[config.mk]
export PLATFORM = sky130hd
export DESIGN_NAME = fp16_mult_lanes
export DESIGN_NICKNAME = d
export VERILOG_FILES = /design/src/rtl/fp16_mult_lanes.sv
export SDC_FILE = /design/constraint.sdc
export NUM_CORES = 2
export LEC_CHECK = 0
export BUFFER_PORTS_ARGS = -buffer_cell sky130_fd_sc_hd__buf_2
export CORE_MARGIN = 2
export CORE_UTILIZATION = 56
export CTS_CLUSTER_SIZE = 28
export DETAILED_ROUTE_END_ITERATION = 7
export PLACE_DENSITY = 0.78
export SETUP_SLACK_MARGIN = 0.5
export SLEW_MARGIN = 5
export SYNTH_ARGS = -nofsm -noshare
export SYNTH_HDL_FRONTEND = slang
export SYNTH_SLANG_ARGS = --single-unit
[constraint.sdc]
create_clock -name clk -period 3.5 [get_ports clk]
set_input_delay 0.7 -clock clk [delete_from_list [all_inputs] [get_ports clk]]
set_output_delay 0.7 -clock clk [all_outputs]
set_load 0.02 [all_outputs]
[src/rtl/fp16_mult_lanes.sv]
// rtl/fp16_mult_lanes.sv - LANES-wide 3-stage pipelined IEEE binary16 multiplier with tag/last sideband
//
// Purpose: multiplies LANES independent binary16 operand pairs per beat.
//          Subnormal inputs are flushed to zero and underflowing results
//          flush to zero. Rounding is round-to-nearest-even.
//          Pipeline: S1 decode + 11x11 multiply, S2 normalise + round,
//          S3 pack + output register. A single global stall freezes every stage.
//
// Ports:
//   clk, rst_n           clock; asynchronous active-low reset
//   s_valid/s_ready      input beat handshake
//   s_a, s_b             operands, lane i at bits [16i+15:16i]
//   s_neg                negate every non-NaN product of the beat
//   s_tag, s_last        per-beat sideband, passed through unchanged
//   m_valid/m_ready      result beat handshake
//   m_result             products, same lane packing as s_a
//   m_tag, m_last        sideband of the beat on m_result
module fp16_mult_lanes #(
    parameter int LANES = 4,
    parameter int TAG_W = 8
) (
    input  logic                  clk,
    input  logic                  rst_n,
    input  logic                  s_valid,
    output logic                  s_ready,
    input  logic [16*LANES-1:0]   s_a,
    input  logic [16*LANES-1:0]   s_b,
    input  logic                  s_neg,
    input  logic [TAG_W-1:0]      s_tag,
    input  logic                  s_last,
    output logic                  m_valid,
    input  logic                  m_ready,
    output logic [16*LANES-1:0]   m_result,
    output logic [TAG_W-1:0]      m_tag,
    output logic                  m_last
);

    logic                w_stall;
    logic                w_adv;
    logic                r_v1;
    logic                r_v2;
    logic                r_v3;
    logic [TAG_W-1:0]    r_tag1;
    logic [TAG_W-1:0]    r_tag2;
    logic [TAG_W-1:0]    r_tag3;
    logic                r_last1;
    logic                r_last2;
    logic                r_last3;
    logic [16*LANES-1:0] w_pack;
    logic [16*LANES-1:0] r_result;

    // The whole pipeline moves together; only a held output beat blocks it.
    assign w_stall  = r_v3 & ~m_ready;
    assign w_adv    = ~w_stall;
    assign s_ready  = w_adv;
    assign m_valid  = r_v3;
    assign m_result = r_result;
    assign m_tag    = r_tag3;
    assign m_last   = r_last3;

    always_ff @(posedge clk or negedge rst_n) begin
        if (!rst_n) begin
            r_v1 <= 1'b0;
            r_v2 <= 1'b0;
            r_v3 <= 1'b0;
        end else if (w_adv) begin
            r_v1 <= s_valid;
            r_v2 <= r_v1;
            r_v3 <= r_v2;
        end
    end

    always_ff @(posedge clk) begin
        if (w_adv) begin
            r_tag1  <= s_tag;
            r_last1 <= s_last;
            r_tag2  <= r_tag1;
            r_last2 <= r_last1;
        end
    end

    // Output registers only load real beats, so bubbles leave the last result in place.
    always_ff @(posedge clk or negedge rst_n) begin
        if (!rst_n) begin
            r_result <= '0;
            r_tag3   <= '0;
            r_last3  <= 1'b0;
        end else if (w_adv && r_v2) begin
            r_result <= w_pack;
            r_tag3   <= r_tag2;
            r_last3  <= r_last2;
        end
    end

    for (genvar gi = 0; gi < LANES; gi++) begin : g_lane
        // S1: decode and multiply
        logic              w_sa;
        logic              w_sb;
        logic [4:0]        w_ea;
        logic [4:0]        w_eb;
        logic [9:0]        w_ma;
        logic [9:0]        w_mb;
        logic              w_a_zero;
        logic              w_b_zero;
        logic              w_a_inf;
        logic              w_b_inf;
        logic              w_a_nan;
        logic              w_b_nan;
        logic              w_nan;
        logic              w_inf;
        logic              w_zero;
        logic [21:0]       w_prod;
        logic signed [7:0] w_exp;

        logic [21:0]       r1_prod;
        logic signed [7:0] r1_exp;
        logic              r1_sign;
        logic              r1_nan;
        logic              r1_inf;
        logic              r1_zero;

        assign {w_sa, w_ea, w_ma} = s_a[16*gi +: 16];
        assign {w_sb, w_eb, w_mb} = s_b[16*gi +: 16];

        // exp==0 covers both true zero and subnormals, which are flushed.
        assign w_a_zero = (w_ea == 5'd0);
        assign w_b_zero = (w_eb == 5'd0);
        assign w_a_inf  = (w_ea == 5'd31) && (w_ma == 10'd0);
        assign w_b_inf  = (w_eb == 5'd31) && (w_mb == 10'd0);
        assign w_a_nan  = (w_ea == 5'd31) && (w_ma != 10'd0);
        assign w_b_nan  = (w_eb == 5'd31) && (w_mb != 10'd0);

        assign w_nan  = w_a_nan | w_b_nan | (w_a_inf & w_b_zero) | (w_a_zero & w_b_inf);
        assign w_inf  = (w_a_inf | w_b_inf) & ~w_nan;
        assign w_zero = (w_a_zero | w_b_zero) & ~w_nan & ~w_inf;

        assign w_prod = {11'd0, 1'b1, w_ma} * {11'd0, 1'b1, w_mb};
        // Biased exponent of the product assuming the significand product is in [1,2).
        assign w_exp  = $signed({3'b000, w_ea}) + $signed({3'b000, w_eb}) - 8'sd15;

        always_ff @(posedge clk) begin
            if (w_adv) begin
                r1_prod <= w_prod;
                r1_exp  <= w_exp;
                r1_sign <= w_sa ^ w_sb ^ s_neg;
                r1_nan  <= w_nan;
                r1_inf  <= w_inf;
                r1_zero <= w_zero;
            end
        end

        // S2: normalise and round
        logic              w_hi;
        logic [9:0]        w_mant;
        logic              w_guard;
        logic              w_sticky;
        logic              w_inc;
        logic [10:0]       w_rnd;
        logic signed [7:0] w_exp2;

        logic signed [7:0] r2_exp;
        logic [9:0]        r2_mant;
        logic              r2_sign;
        logic              r2_nan;
        logic              r2_inf;
        logic              r2_zero;

        // Significand product is in [1,4); bit 21 set means it reached [2,4).
        assign w_hi     = r1_prod[21];
        assign w_mant   = w_hi ? r1_prod[20:11] : r1_prod[19:10];
        assign w_guard  = w_hi ? r1_prod[10]    : r1_prod[9];
        assign w_sticky = w_hi ? (|r1_prod[9:0]) : (|r1_prod[8:0]);
        assign w_inc    = w_guard & (w_sticky | w_mant[0]);
        assign w_rnd    = {1'b0, w_mant} + {10'd0, w_inc};
        // A carry out of the rounded mantissa leaves its low bits zero and bumps the exponent.
        assign w_exp2   = r1_exp + $signed({7'd0, w_hi}) + $signed({7'd0, w_rnd[10]});

        always_ff @(posedge clk) begin
            if (w_adv) begin
                r2_exp  <= w_exp2;
                r2_mant <= w_rnd[9:0];
                r2_sign <= r1_sign;
                r2_nan  <= r1_nan;
                r2_inf  <= r1_inf;
                r2_zero <= r1_zero;
            end
        end

        // S3: pack, with overflow to infinity and flush-to-zero on underflow
        logic [15:0] w_res;

        always_comb begin
            w_res = {r2_sign, r2_exp[4:0], r2_mant};
            if (r2_nan) begin
                w_res = 16'h7E00;
            end else if (r2_inf || (r2_exp > 8'sd30)) begin
                w_res = {r2_sign, 15'h7C00};
            end else if (r2_zero || (r2_exp < 8'sd1)) begin
                w_res = {r2_sign, 15'h0000};
            end
        end

        assign w_pack[16*gi +: 16] = w_res;
    end

endmodule

Word level (Yosys, flattened, before mapping)
Cells that the tools add are included.
{"block": "totals", "regBits": 318, "in_bits": 142, "out_inout_bits": 75, "wordCells": 246}
{"block": "op_classes", "addsub": 20, "multipliers": 4, "magnitude_cmp": 8, "eq_ne": 8, "muxes": 24, "bitwise": 67, "reduce_logical": 57}
{"cell": "$mux 15", "n": 8}
{"cell": "$mul 11x11->22", "n": 4}
{"cell": "$logic_not 10->1", "n": 8}
{"cell": "$reduce_bool 10->1", "n": 8}
{"cell": "$add 8x2->8", "n": 8}
{"cell": "$mux 16", "n": 4}
{"cell": "$add 10x1->11", "n": 4}
{"cell": "$eq 5x5->1 const B", "n": 8}
{"cell": "$logic_not 5->1", "n": 8}
{"cell": "$mux 10", "n": 4}
{"cell": "$reduce_or 10->1", "n": 4}
{"cell": "$reduce_or 9->1", "n": 4}
{"cell": "$gt 8x6->1 const B", "n": 4}
{"cell": "$lt 8x2->1 const B", "n": 4}
{"cell": "$sub 6x4->7 const B", "n": 4}
{"cell": "$and 1x1->1", "n": 25}
{"cell": "$add 5x5->6", "n": 4}
{"cell": "$or 1x1->1", "n": 24}
{"cell": "$logic_and 1x1->1", "n": 17}
{"cell": "$not 1->1", "n": 10}
{"cell": "$logic_or 1x1->1", "n": 8}
{"cell": "$mux 1", "n": 8}
{"cell": "$xor 1x1->1", "n": 8}

Depth between registers and ports, before layout
{"block": "depth", "depth_word": 9, "ltp_mapped": 20}

Worst setup path before layout
Ideal clock, no wire load.
{"block": "synth_timing", "kind": "input port to flip-flop", "start": "input port s_b[34]", "end": "register g_lane[2].r1_prod[16] (data pin)", "setup_ns": 0.259, "arrival_time_ns": 5.161, "t_required_ns": 3.241, "path_slack_ns": -1.920, "path_stages": 20, "path_buffers": 2, "cell_sequence": "clkbuf_1 > nand2_1 > fa_1 > inv_1 > fa_1 > inv_1 > fa_1 > inv_1 > fa_1 > inv_1 > fa_1 > inv_1 > ha_1 > clkbuf_1 > a21oi_1 > nand2b_1 > a211oi_2 > o41ai_2 > a31oi_1 > xnor2_1"}
{"block": "synth_via", "elab_chain_cells": 1}
{"item": "from (decl)", "line": "27", "rtl": "input logic [16*LANES-1:0] s_b,"}
{"item": "$mul 11x11->22", "line": "137", "rtl": "assign w_prod = {11'd0, 1'b1, w_ma} * {11'd0, 1'b1, w_mb};"}
{"item": "via g_lane[2].w_prod[16]", "line": "112", "rtl": "logic [21:0] w_prod;"}
{"item": "to (signal assigned)", "line": "143", "rtl": "r1_prod <= w_prod;"}
{"item": "to (decl)", "line": "115", "rtl": "logic [21:0] r1_prod;"}
The timed path passes the listed nets, and every way through them passes these cells.
A chain may end at the register's enable or synchronous reset.

Final worst setup path
{"block": "layout_timing", "start": "input port s_b[4]", "end": "register g_lane[0].r1_prod[18] (data pin)"}
{"block": "layout_via", "elab_chain_cells": 1}
{"item": "$mul 11x11->22", "line": "137"}
{"item": "via g_lane[0].w_prod[18]", "line": "112"}
{"item": "to (signal assigned)", "line": "143"}
{"item": "to (decl)", "line": "115"}
The timed path passes the listed nets, and every way through them passes these cells.

==> impl_metrics.toml <==
[status]
status = "finished with violations"
violations = "setup timing"

[sta]
drv_slew = 0
layout_min_cycle_time_ns = 4.74
max_slew_margin = 0.336
rsz0062_at_grt = "yes"
fin_tns_setup_ns = -54.36
fin_ws_ns = -1.24
max_slew.worst_pin.slew_ns = 0.996
max_freq_mhz = 211
clock_skew_ns = 0.0145
fin_crit_sh = 1.35
final_hold_viol_count = 0
setup_violations = 66

[grt]
grt_usage = 0.271
antenna_found_initial = 3
grt_pass1_vias = 24965
grt_max_degree = 151
overflow = 0
grt_pass1_wl_um = 119000

[route]
post_drt_wl_per_cell_um = 18.0
vias = 23691
drtIter0Drc = 1395
firstDrtPassIters = 5
drc_errors = 0
postRouteAntennaNets = 0
avgViaCountPerCell = 5.52
wl_um = 77100

[worst_setup_path]
endpoint_kind = "register"
critPathArrivalTime_ns = 5.01
worst-setup-path-type = "in -> reg"
path_common_cell = "fa_1"
crit_required_ns = 3.78
r2r-start = "g_lane[0].r1_prod[21]$_DFFE_PN_"
worst_setup_path_start_kind = "input port"
path_cells = "buf_12, nand2_4, fa_1, inv_1, fa_1, inv_2, fa_1, inv_1, fa_1, inv_2, fa_1, inv_2, ha_4, a21oi_2, o211ai_1, a211oi_2, o21ai_1, a21oi_1, xnor2_1"
slowest_stage = "fa_1"
critPathMaxStageDelay_ns = 0.54
crit_fanout = 5
cp-startpoint = "s_b[4]"

[cells_and_area]
drive_gt1_frac = 0.331
stdcell_area_um2 = 39100
syn2layout_area_growth_pct = 31.5
fin_nets = 4324
fillers = 3352

[floorplanning]
initial_core_util = 0.566
die-area_um2 = 54900
dieWidth_um = 234
rows = 84
die_h_um = 234
core-area_um2 = 52600
pin_count = 217

[cts]
root_buffer = "clkbuf_16"
clkTransAtPathRegs_ns = 0.06
clockBufferDepth = 3
htreeDepth = 2
cts_tree = "done"
numCtsBuffers = 35
clk_latency_ns = 0.53
cts_hold_buffers = 0
clock_sinks = 314

[yosys]
netlist.top_cell.by_area = "edfxtp_1"
synthMostInstantiatedCell = "inv_1"
netlist_top_cells_count = "inv_1 (531), nand2_1 (339), fa_1 (328), ha_1 (280), edfxtp_1 (238)"
yosys.area.top_type_share = 0.240
ys_ff_latch = 314
syn-num-nets = 3722
async_flop_share = 0.242
yosys-top-cells-area = "edfxtp_1 (24%), fa_1 (22%), ha_1 (12%), inv_1 (6.7%), dfrtp_1 (6.4%)"
ys_types = 70
seq_area_frac_synth = 0.304
syn_area_per_cell_um2 = 10.0
synth_area_um2 = 29700
yosysWarnings = 0
synth_ff_type = "edfxtp_1"
synth_cells = 2972
synth_edf_count = 238

[placement]
dp_hpwl_um = 56900
placedInstanceArea_um2 = 35200
place.gp.congestion = 0.915
io_buffers = 216

[power]
peakVddDrop_mv = 0.794
power_density_nw_per_um2 = 949
p_leak_nw = 18.5

[job]
drv_cap = 0

[worst_hold_path]
hp-class = "in -> async"
flip-flops by register name, summed over array words and instances, names as in the netlist:
| register | count |
|---|---|
| g_lane.r2_nan | 4 |
| g_lane.r2_inf | 4 |
| g_lane.r2_zero | 4 |
| r_last2 | 1 |
| m_result | 64 |
| r_last1 | 1 |
| g_lane.r2_exp | 32 |
| r_v2 | 1 |
| g_lane.r1_sign | 4 |
| m_tag | 8 |
| r_tag1 | 8 |
| m_valid | 1 |
| g_lane.r1_inf | 4 |
| r_tag2 | 8 |
| g_lane.r1_exp | 28 |
| g_lane.r1_nan | 4 |
| g_lane.r2_sign | 4 |
| m_last | 1 |
| r_v1 | 1 |
| g_lane.r1_prod | 88 |
| g_lane.r2_mant | 40 |
| g_lane.r1_zero | 4 |
cell type report:
class / count / area, um^2 / share of cell area
Timing Repair Buffer: 676 / 5560 / 0.142
Clock inverter: 16 / 143 / 0.00365
Multi-Input combinational cell: 2014 / 20400 / 0.523
Inverter: 533 / 2050 / 0.0523
Antenna cell: 2 / 5.00 / 0.000128
Tap cell: 688 / 861 / 0.0220
Clock buffer: 46 / 980 / 0.0251
Sequential cell: 314 / 9050 / 0.232
report_power, final:
part	internal (mW)	total [mW]	switching, mW
clock	2.07	3.59	1.51
combinational	12.8	26.1	13.2
sequential	6.42	7.42	0.995
cell families after synthesis:
| logic type | synth area share |
|---|---|
| adders and majority gates | 0.339 |
| buffers and inverters | 0.0827 |
| DFF | 0.304 |
| xor gates and xnor gates | 0.0430 |
| muxes | 0.0113 |
| AOI/OAI and AO/OA | 0.0765 |
| and+or+nand+nor | 0.143 |
worst max-delay path: cells and delay by family:
kind                       cells  cell delay [ns]
adders and majority gates      6             2.85
AOI/OAI and AO/OA              5             0.94
buffers and inverters          6             0.40
xor gates and xnor gates       1             0.08
and+or+nand+nor                1             0.05
layer usage:
| metal | vias to the layer above | track usage | routed length [um] |
|---|---|---|---|
| met2 | 761 | 0.500 | 40800 |
| met3 | 219 | 0.0298 | 3750 |
| met4 | 2 | 0.100 | 2860 |
| met5 | - | 0 | 13 |
| met1 | 11820 | 0.326 | 29800 |
| li1 | 10889 | - | - |
timing repair:
action                                  in CTS  in global routing
pin swaps                                  180                121
gates resized for setup                    379                185
endpoints found under the setup margin      86                 85
buffers inserted                            34                 44
gates cloned                                 1                  0
per-stage QoR:
step           instances  utilization  hold slack (ns)  setup slack (ns)  power [mW]
6_report            4289        0.744            0.334             -1.24        37.1
3_3_place_gp        4146        0.669            0.402             -1.72        28.0
2_1_floorplan       2972            -            0.400             -1.55        21.7
4_1_cts             4243        0.723            0.317             -1.13        34.6
5_1_grt             4289        0.744            0.325             -1.33        39.7
3_5_place_dp        4146        0.669            0.405             -1.85        28.9
worst paths after layout:
kind	slack (ns)	end	depth (start not counted)
max reg2reg	0.50	g_lane[0].r2_exp[6]$_DFFE_PN_	13
max in group asynchronous	2.51	m_tag[5]$_DFFE_PN0P_	1
min	0.33	m_result[20]$_DFFE_PN0P_	1
max	-1.24	g_lane[0].r1_prod[18]$_DFFE_PN_	19
min reg2reg	0.42	r_tag2[5]$_DFFE_PN_	0
min in group clk	0.34	r_tag1[3]$_DFFE_PN_	1
cells in the final DEF, fill, tap and decap left out, types with 19 or more instances in the layout:
cell type / n
ha_4: 59
buf_12: 25
nand3_1: 52
nand2_1: 279
dfrtp_1: 76
fa_2: 22
buf_2: 150
nand2_2: 34
nand2_4: 27
a21o_1: 31
buf_4: 379
nor2_1: 134
inv_2: 83
mux2i_1: 20
buf_8: 19
and2_4: 22
a21oi_1: 71
nor3_1: 22
inv_1: 436
xnor2_1: 83
nor4_1: 21
buf_6: 102
ha_1: 209
edfxtp_1: 238
a21oi_2: 40
xor2_1: 54
and2_1: 149
clkbuf_16: 37
a22o_1: 36
fa_1: 306
No activity file was read; power rests on OpenSTA's default activity.
